$ cat config.mk
export PLATFORM = sky130hd
export DESIGN_NAME = id_ex_stage
export DESIGN_NICKNAME = d
export VERILOG_FILES = /design/src/rtl/pipe_pkg.sv /design/src/rtl/hazard_detect.sv /design/src/rtl/id_ex_stage.sv
export SDC_FILE = /design/constraint.sdc
export NUM_CORES = 1
export LEC_CHECK = 0
export ABC_AREA = 1
export CAP_MARGIN = 15
export CORE_ASPECT_RATIO = 1.25
export CORE_MARGIN = 2
export CORE_UTILIZATION = 43
export DETAILED_ROUTE_END_ITERATION = 12
export PLACE_DENSITY = 0.89
export SLEW_MARGIN = 20
export SYNTH_ARGS = -nofsm -noshare
export SYNTH_HDL_FRONTEND = slang
export SYNTH_SLANG_ARGS = --single-unit
$ cat constraint.sdc
create_clock -name Clock -period 2.1 [get_ports Clock]
set_input_delay 0.42 -clock Clock [delete_from_list [all_inputs] [get_ports Clock]]
set_output_delay 0.42 -clock Clock [all_outputs]
set_load 0.05 [all_outputs]
$ cat src/rtl/pipe_pkg.sv
// Shared definitions for the 16-bit pipelined MIPS core: datapath widths,
// control-bundle bit layout and ALU operation encodings.
package pipe_pkg;

  localparam int DATA_W     = 16;
  localparam int REG_ADDR_W = 4;
  localparam int CTRL_W     = 8;

  localparam int CTRL_REGWRITE  = 7;
  localparam int CTRL_MEMREAD   = 6;
  localparam int CTRL_MEMWRITE  = 5;
  localparam int CTRL_MEMTOREG  = 4;
  localparam int CTRL_ALUSRC    = 3;
  localparam int CTRL_ALUOP_LSB = 0;
  localparam int ALUOP_W        = 3;

  typedef enum logic [ALUOP_W-1:0] {
    ALU_ADD = 3'd0,
    ALU_SUB = 3'd1,
    ALU_AND = 3'd2,
    ALU_OR  = 3'd3,
    ALU_XOR = 3'd4,
    ALU_SLT = 3'd5,
    ALU_SLL = 3'd6,
    ALU_SRL = 3'd7
  } alu_op_e;

  // A bundle whose MemRead bit is set produces its result only after MEM.
  function automatic logic ctrl_is_load(input logic [CTRL_W-1:0] ctrl);
    return ctrl[CTRL_MEMREAD];
  endfunction

  function automatic alu_op_e ctrl_alu_op(input logic [CTRL_W-1:0] ctrl);
    return alu_op_e'(ctrl[CTRL_ALUOP_LSB +: ALUOP_W]);
  endfunction

endpackage

$ cat src/rtl/hazard_detect.sv
// Load-use hazard detection between the instruction in ID and a load in EX.
// Purely combinational; a flush overrides any stall request.
module hazard_detect #(
  parameter int REG_ADDR_W = pipe_pkg::REG_ADDR_W,
  parameter int CTRL_W     = pipe_pkg::CTRL_W
) (
  input  logic                  Ex_Valid,
  input  logic [CTRL_W-1:0]     Ex_Ctrl,
  input  logic [REG_ADDR_W-1:0] Ex_Dst,
  input  logic [REG_ADDR_W-1:0] Src1,
  input  logic [REG_ADDR_W-1:0] Src2,
  input  logic                  Uses_Src1,
  input  logic                  Uses_Src2,
  input  logic                  Id_Valid,
  input  logic                  Flush,
  output logic                  Stall
);
  import pipe_pkg::*;

  logic ex_is_load;
  logic src1_match;
  logic src2_match;
  logic hazard;

  // R0 is an ordinary register in this core, so it takes part in matching.
  always_comb begin
    ex_is_load = Ex_Valid & ctrl_is_load(Ex_Ctrl);
    src1_match = Uses_Src1 & (Src1 == Ex_Dst);
    src2_match = Uses_Src2 & (Src2 == Ex_Dst);
    hazard     = ex_is_load & Id_Valid & (src1_match | src2_match);
    Stall      = hazard & ~Flush;
  end

endmodule

$ cat src/rtl/id_ex_stage.sv
// ID/EX pipeline register with load-use bubble insertion, branch flush and a
// saturating count of inserted stall bubbles.
module id_ex_stage #(
  parameter int DATA_W     = pipe_pkg::DATA_W,
  parameter int REG_ADDR_W = pipe_pkg::REG_ADDR_W,
  parameter int CTRL_W     = pipe_pkg::CTRL_W,
  parameter int CNT_W      = 16
) (
  input  logic                  Clock,
  input  logic                  Rst,
  input  logic [DATA_W-1:0]     Read_Data1,
  input  logic [DATA_W-1:0]     Read_Data2,
  input  logic [REG_ADDR_W-1:0] Src1,
  input  logic [REG_ADDR_W-1:0] Src2,
  input  logic                  Uses_Src1,
  input  logic                  Uses_Src2,
  input  logic [REG_ADDR_W-1:0] Dst_In,
  input  logic [DATA_W-1:0]     Imm_In,
  input  logic [CTRL_W-1:0]     Ctrl_In,
  input  logic                  Id_Valid,
  input  logic                  Flush,
  output logic [DATA_W-1:0]     Ex_Data1,
  output logic [DATA_W-1:0]     Ex_Data2,
  output logic [DATA_W-1:0]     Ex_Imm,
  output logic [REG_ADDR_W-1:0] Ex_Src1,
  output logic [REG_ADDR_W-1:0] Ex_Src2,
  output logic [REG_ADDR_W-1:0] Ex_Dst,
  output logic [CTRL_W-1:0]     Ex_Ctrl,
  output logic                  Ex_Valid,
  output logic                  Stall,
  output logic [CNT_W-1:0]      Stall_Count
);

  logic bubble;
  logic count_sat;

  hazard_detect #(
    .REG_ADDR_W (REG_ADDR_W),
    .CTRL_W     (CTRL_W)
  ) u_hazard (
    .Ex_Valid  (Ex_Valid),
    .Ex_Ctrl   (Ex_Ctrl),
    .Ex_Dst    (Ex_Dst),
    .Src1      (Src1),
    .Src2      (Src2),
    .Uses_Src1 (Uses_Src1),
    .Uses_Src2 (Uses_Src2),
    .Id_Valid  (Id_Valid),
    .Flush     (Flush),
    .Stall     (Stall)
  );

  assign bubble    = Flush | Stall;
  assign count_sat = &Stall_Count;

  // On a bubble the data fields keep their old contents; only valid and
  // control are cleared, which is enough to make the slot harmless.
  always_ff @(posedge Clock or negedge Rst) begin
    if (!Rst) begin
      Ex_Data1 <= '0;
      Ex_Data2 <= '0;
      Ex_Imm   <= '0;
      Ex_Src1  <= '0;
      Ex_Src2  <= '0;
      Ex_Dst   <= '0;
      Ex_Ctrl  <= '0;
      Ex_Valid <= 1'b0;
    end else if (bubble) begin
      Ex_Ctrl  <= '0;
      Ex_Valid <= 1'b0;
    end else begin
      Ex_Data1 <= Read_Data1;
      Ex_Data2 <= Read_Data2;
      Ex_Imm   <= Imm_In;
      Ex_Src1  <= Src1;
      Ex_Src2  <= Src2;
      Ex_Dst   <= Dst_In;
      Ex_Ctrl  <= Id_Valid ? Ctrl_In : '0;
      Ex_Valid <= Id_Valid;
    end
  end

  // Stall already excludes flush cycles, so flushes never add to the count.
  always_ff @(posedge Clock or negedge Rst) begin
    if (!Rst) begin
      Stall_Count <= '0;
    end else if (Stall && !count_sat) begin
      Stall_Count <= Stall_Count + CNT_W'(1);
    end
  end

endmodule
Word-level counts from Yosys, hierarchy flattened
Index checks and enable logic that the tools add are counted.
{ "word_totals": {"reg_bits": 85, "latchBits": 0, "ram_bits": 0, "rom_bits": 0, "inputBits": 74, "n_memories": 0} }
{ "classes": {"n_addsub": 1, "mul": 0, "n_div": 0, "magnitude_cmp": 0, "eq_ne": 2, "n_shift": 0, "n_mux": 3, "bitwise_logic": 9, "reduce_logical": 3} }
{ "ops": {"columns": ["cell", "n"], "rows": [
  ["$add 16x1->16 const B", 1],
  ["$mux 8", 2],
  ["$reduce_and 16->1", 1],
  ["$eq 4x4->1", 2],
  ["$and 1x1->1", 6],
  ["$or 1x1->1", 2],
  ["$logic_and 1x1->1", 1],
  ["$logic_not 1->1", 1],
  ["$mux 1", 1],
  ["$not 1->1", 1]
]} }

Longest topological paths before layout
Gate-level depths: netlist of the first run.
{ "depth": {"word_depth": 7, "mapped_depth": 12} }

Hierarchy
Synthesis of the first run repeated with hierarchy kept, for this count alone.
{ "hier_totals": {"hier_cells": 326, "hier_area_um2": 3646.0} }
{ "by_module_without_submodules": {"columns": ["mod", "instances", "cells_per_inst", "area_each_um2", "seq_area_each_um2"], "rows": [
  ["id_ex_stage", 1, 291, 3490.8, 2127.0],
  ["hazard_detect", 1, 35, 155.1, 0.0]
]} }

Worst setup path after synthesis of the first run
No wires, ideal clock.
{ "synth_path": {"path_type": "register to output", "from": "register Ex_Dst[1]", "to": "output Stall", "t_arrival_ps": 1577, "required_ps": 1680, "path_slack_ps": 103, "path_stages_with_launch": 9, "n_path_buf": 0, "path_cell_list": "dfrtp_1 > inv_2 > nand2_1 > nand2_1 > nor2_1 > nand3_1 > nand2_2 > nand3_1 > inv_1"} }
{ "synth_via": {"elab_chain_cells": 5} }
{ "synth_lines": {"columns": ["item", "line", "rtl"], "rows": [
  ["start: declaration", "id_ex_stage.sv:27", "output logic [REG_ADDR_W-1:0] Ex_Dst,"],
  ["start signal: assignment", "id_ex_stage.sv:77", "Ex_Dst <= Dst_In;"],
  ["$eq 4x4->1, on equally long branches", "hazard_detect.sv:28, hazard_detect.sv:29", null],
  ["$and 1x1->1, on equally long branches", "hazard_detect.sv:28, hazard_detect.sv:29", null],
  ["$or 1x1->1 (*)", "hazard_detect.sv:30", "hazard = ex_is_load & Id_Valid & (src1_match | src2_match);"],
  ["$and 1x1->1 (*)", "hazard_detect.sv:30", null],
  ["$and 1x1->1 (*)", "hazard_detect.sv:31", "Stall = hazard & ~Flush;"],
  ["end: declaration", "id_ex_stage.sv:30", "output logic Stall,"]
]} }
Mark *: on every way between the ends. The rest lies on a longest branch, timed or not.

Final worst setup path of the first run
{ "layout_path": {"from": "input Src2[0]", "to": "output Stall"} }
{ "layout_via": {"elab_chain_cells": 5} }
{ "layout_lines": {"columns": ["item", "line", "rtl"], "rows": [
  ["start: declaration", "id_ex_stage.sv:14", "input logic [REG_ADDR_W-1:0] Src2,"],
  ["$eq 4x4->1", "hazard_detect.sv:29", "src2_match = Uses_Src2 & (Src2 == Ex_Dst);"],
  ["$and 1x1->1", "hazard_detect.sv:29", null],
  ["$or 1x1->1", "hazard_detect.sv:30", null],
  ["$and 1x1->1", "hazard_detect.sv:30", null],
  ["$and 1x1->1", "hazard_detect.sv:31", null]
]} }
Every way passes these cells.

==> results of run 1 <==
-- flip-flops by register name (all words and copies together), names as in the netlist --
name	flops
Ex_Imm	16
Ex_Dst	4
Ex_Src2	4
Stall_Count	16
Ex_Data2	16
Ex_Src1	4
Ex_Data1	16
Ex_Valid	1
Ex_Ctrl	8
-- what timing repair did --
item                       CTS  global route
resized for setup            7            10
pin swaps                    0             3
hold endpoints to repair     0             0
setup endpoints to repair    6             8
setup buffers                0             0
-- worst paths after layout --
path / end / cells after the start / startpoint
max in group asynchronous: Stall_Count[9] / 2 / Rst
setup reg to reg: Stall_Count[1] / 9 / Stall_Count[0]
hold reg to reg: Ex_Src1[2] / 2 / Ex_Src1[2]
hold / removal: Ex_Src2[1] / 1 / Rst
min in group Clock: Ex_Src1[0] / 3 / Src1[0]
setup / recovery: Stall / 10 / Src2[0]
-- critical path, delay by kind of cell --
kind	cells	cell delay, ns
AND/OR/NAND/NOR	6	0.50
buffers and inverters	4	0.72
-- layout by cell type, fill, tap and decap left out, types with 7 or more instances in the layout --
cell	instances
nand3_1	61
clkbuf_8	11
xor2_1	8
clkdlybuf4s50_1	138
xnor2_1	7
nor2_1	22
inv_1	17
dlymetal6s2s_1	10
nand2_1	200
buf_4	13
dfrtp_1	85
-- layout make-up --
| class | count | area (sq um) |
|---|---|---|
| fill | 713 | 2810 |
| tap | 120 | 150 |
| timing repair buffer | 172 | 1770 |
| sequential | 85 | 2130 |
| clock buffer | 12 | 155 |
| multi-input combinational | 324 | 1450 |
| clock inverter | 4 | 70.1 |
| inverter | 21 | 78.8 |
-- per-layer routing --
metal  track usage  wire (um)
met1         0.270       4050
met4         0.114        263
met5             0          0
met2         0.373       5200
met3        0.0394        747
-- power by group through the flow --
| stage | combinational (mW) | sequential [mW] | clock [mW] |
|---|---|---|---|
| 2_1_floorplan | 0.176 | 2.24 | 0 |
| 3_3_place_gp | 1.01 | 1.84 | 0 |
| 3_5_place_dp | 1.03 | 1.85 | 0 |
| 4_1_cts | 1.03 | 1.82 | 1.33 |
| 5_1_grt | 1.08 | 1.83 | 1.40 |
| 6_report | 1.02 | 1.82 | 1.30 |
-- stage by stage --
stage          utilization  power, mW  hold WS [ns]
2_1_floorplan            -       2.41         0.124
3_3_place_gp         0.644       2.86         0.423
3_5_place_dp         0.644       2.88         0.431
4_1_cts              0.670       4.18        0.0347
5_1_grt              0.673       4.31        0.0673
6_report             0.673       4.14        0.0192
-- cell families (layout without fill, tap and decap cells) --
group | Yosys count | after routing
AO/OA/AOI/OAI | 6 | 6
flip-flops | 85 | 85
buffers and inverters | 43 | 209
XOR/XNOR | 15 | 15
AND/OR/NAND/NOR | 302 | 302
adder cells (fa/ha/maj) | 1 | 1
==> flow_metrics.py, run 1 <==
metrics = {
    "placed_design": {
        "finalWeightedCongestion": 0.924,
        "io_buffers": 159,
        "dp_slack_ns": -0.0440,
        "dp.cells": 722,
        "post-dp-hpwl_mm": 7.47,
        "place_area_sq_um": 5550,
    },
    "detailed_routing": {
        "wl_mm": 10.3,
        "vias": 3584,
        "drt_iter0_drc": 179,
        "drc_errors": 0,
        "viasPerCell": 4.86,
        "ant_nets": 0,
        "wl_per_cell_um": 13.9,
        "dr.pass1.iters": 5,
    },
    "synth": {
        "yosys.area.top_type_share": 0.562,
        "syn_inst": 452,
        "synth_most_common_cell": "nand2_1",
        "synthSimpleGateAreaFrac": 0.334,
        "seq_area_frac_synth": 0.562,
        "syn_area_sq_um": 3790,
        "synthFlopType": "dfrtp_1",
        "yosys_warnings": 0,
        "synth_mux_area_frac": 0,
        "synth-compound-area-share": 0.00793,
        "yosys.area.top_type": "dfrtp_1",
        "synthTopCellsByCount": "nand2_1 (200), dfrtp_1 (85), nand3_1 (62)",
        "yosys.area_share.adder": 0.00330,
        "yosysUniqueCellTypes": 21,
        "async_flop_share": 1.00,
        "syn-num-nets": 527,
        "avgSynthCellArea_sq_um": 8.38,
        "synthTopCellsByArea": "dfrtp_1 (56%), nand2_1 (20%), nand3_1 (8.2%), nor2_1 (2.2%), buf_6 (2.1%)",
        "synth_xor_area_frac": 0.0347,
        "synth_top_family_by_area": "simple AND/OR/NAND/NOR gates",
        "ys_seq_elements": 85,
        "synth_edf_count": 0,
    },
    "critical_path": {
        "crit_arrival_ns": 1.65,
        "end_kind": "output port",
        "crit_path_frequent_cell": "nand2_1",
        "cp_slowest_cell": "clkdlybuf4s50_1",
        "crit_fanout": 3,
        "cp.required_ns": 1.68,
        "worstPathCellList": "clkdlybuf4s50_1 > inv_1 > nand2_1 > nand2_1 > nor2_1 > nand3_1 > nand2_2 > nand3_2 > inv_2 > buf_12",
        "worst-r2r-setup-slack_ns": 0.28,
        "crit_path_start_kind": "input port",
        "crit_type": "in2out",
        "max_stage_delay_ns": 0.45,
    },
    "floorplanning": {
        "die_h_um": 109,
        "core_area_sq_um": 8610,
        "ios": 160,
        "start_util": 0.440,
        "rows": 38,
        "fp.dieW_um": 87.9,
        "die_area_sq_um": 9580,
    },
    "sta": {
        "fin_crit_sh": 0.985,
        "period_needed_ns": 2.07,
        "rsz0062_at_grt": "true",
        "clock_skew_ns": 0.00937,
        "worstMarginPinSlew_ns": 0.565,
        "setup_tns_ns": 0,
        "clock.fmax_ghz": 0.484,
        "maxSlewViolCount": 0,
        "setup_slack_ns": 0.0318,
        "relSlewSlack": 0.622,
        "finalHoldViolations": 0,
        "setup_viol": 0,
    },
    "global_routing": {
        "grt_usage": 0.222,
        "grt_pass1_vias": 3466,
        "antenna_found_initial": 0,
        "grt_max_degree": 55,
        "grt_pass1_wl_mm": 16.4,
        "grt_overflow": 0,
    },
    "power_and_ir_drop": {
        "p_int_mw": 2.86,
        "p_seq_frac": 0.439,
        "p_sw_mw": 1.28,
        "swShare": 0.309,
        "p_clk_frac": 0.315,
        "powerDensity_nw_per_um2": 714,
        "vdd_drop_max_v": 0.000402,
        "power_leakage_nw": 2.99,
        "pwr-share-comb": 0.246,
    },
    "clock_network": {
        "cts.htree.levels": 3,
        "ctsHoldBuffers": 0,
        "clock_latency_ns": 0.36,
        "cts_root_buf": "clkbuf_8",
        "cts_tree": "done",
        "clkTransAtPathRegs_ns": 0.08,
        "cts_buffers": 9,
        "cts.sinks": 85,
        "cts_buffer_depth": 2,
    },
    "min_path": {
        "hold_path.class": "in2async",
    },
    "final_layout": {
        "drive_above_1_share": 0.0728,
        "area_growth_pct": 53.0,
        "antennaDiodeCount": 0,
        "nNetsFinal": 688,
        "stdcell_area_sq_um": 5790,
        "instances_no_fill": 738,
    },
    "outcome": {
        "status": "complete, no violations",
    },
    "flow_run": {
        "cap_violations": 0,
    },
}
Note: power is estimated with default switching activity, not from simulation.
==> inputs of run 2 (changes only) <==
- CTS_CLUSTER_SIZE: unset -> 12
==> results of run 2 <==
The final DEF is identical to that of run 1; final timing and power are the same.
==> inputs of run 3 (changes only) <==
- CTS_CLUSTER_DIAMETER: unset -> 150
==> results of run 3 <==
The final DEF is identical to that of run 1; final timing and power are the same.
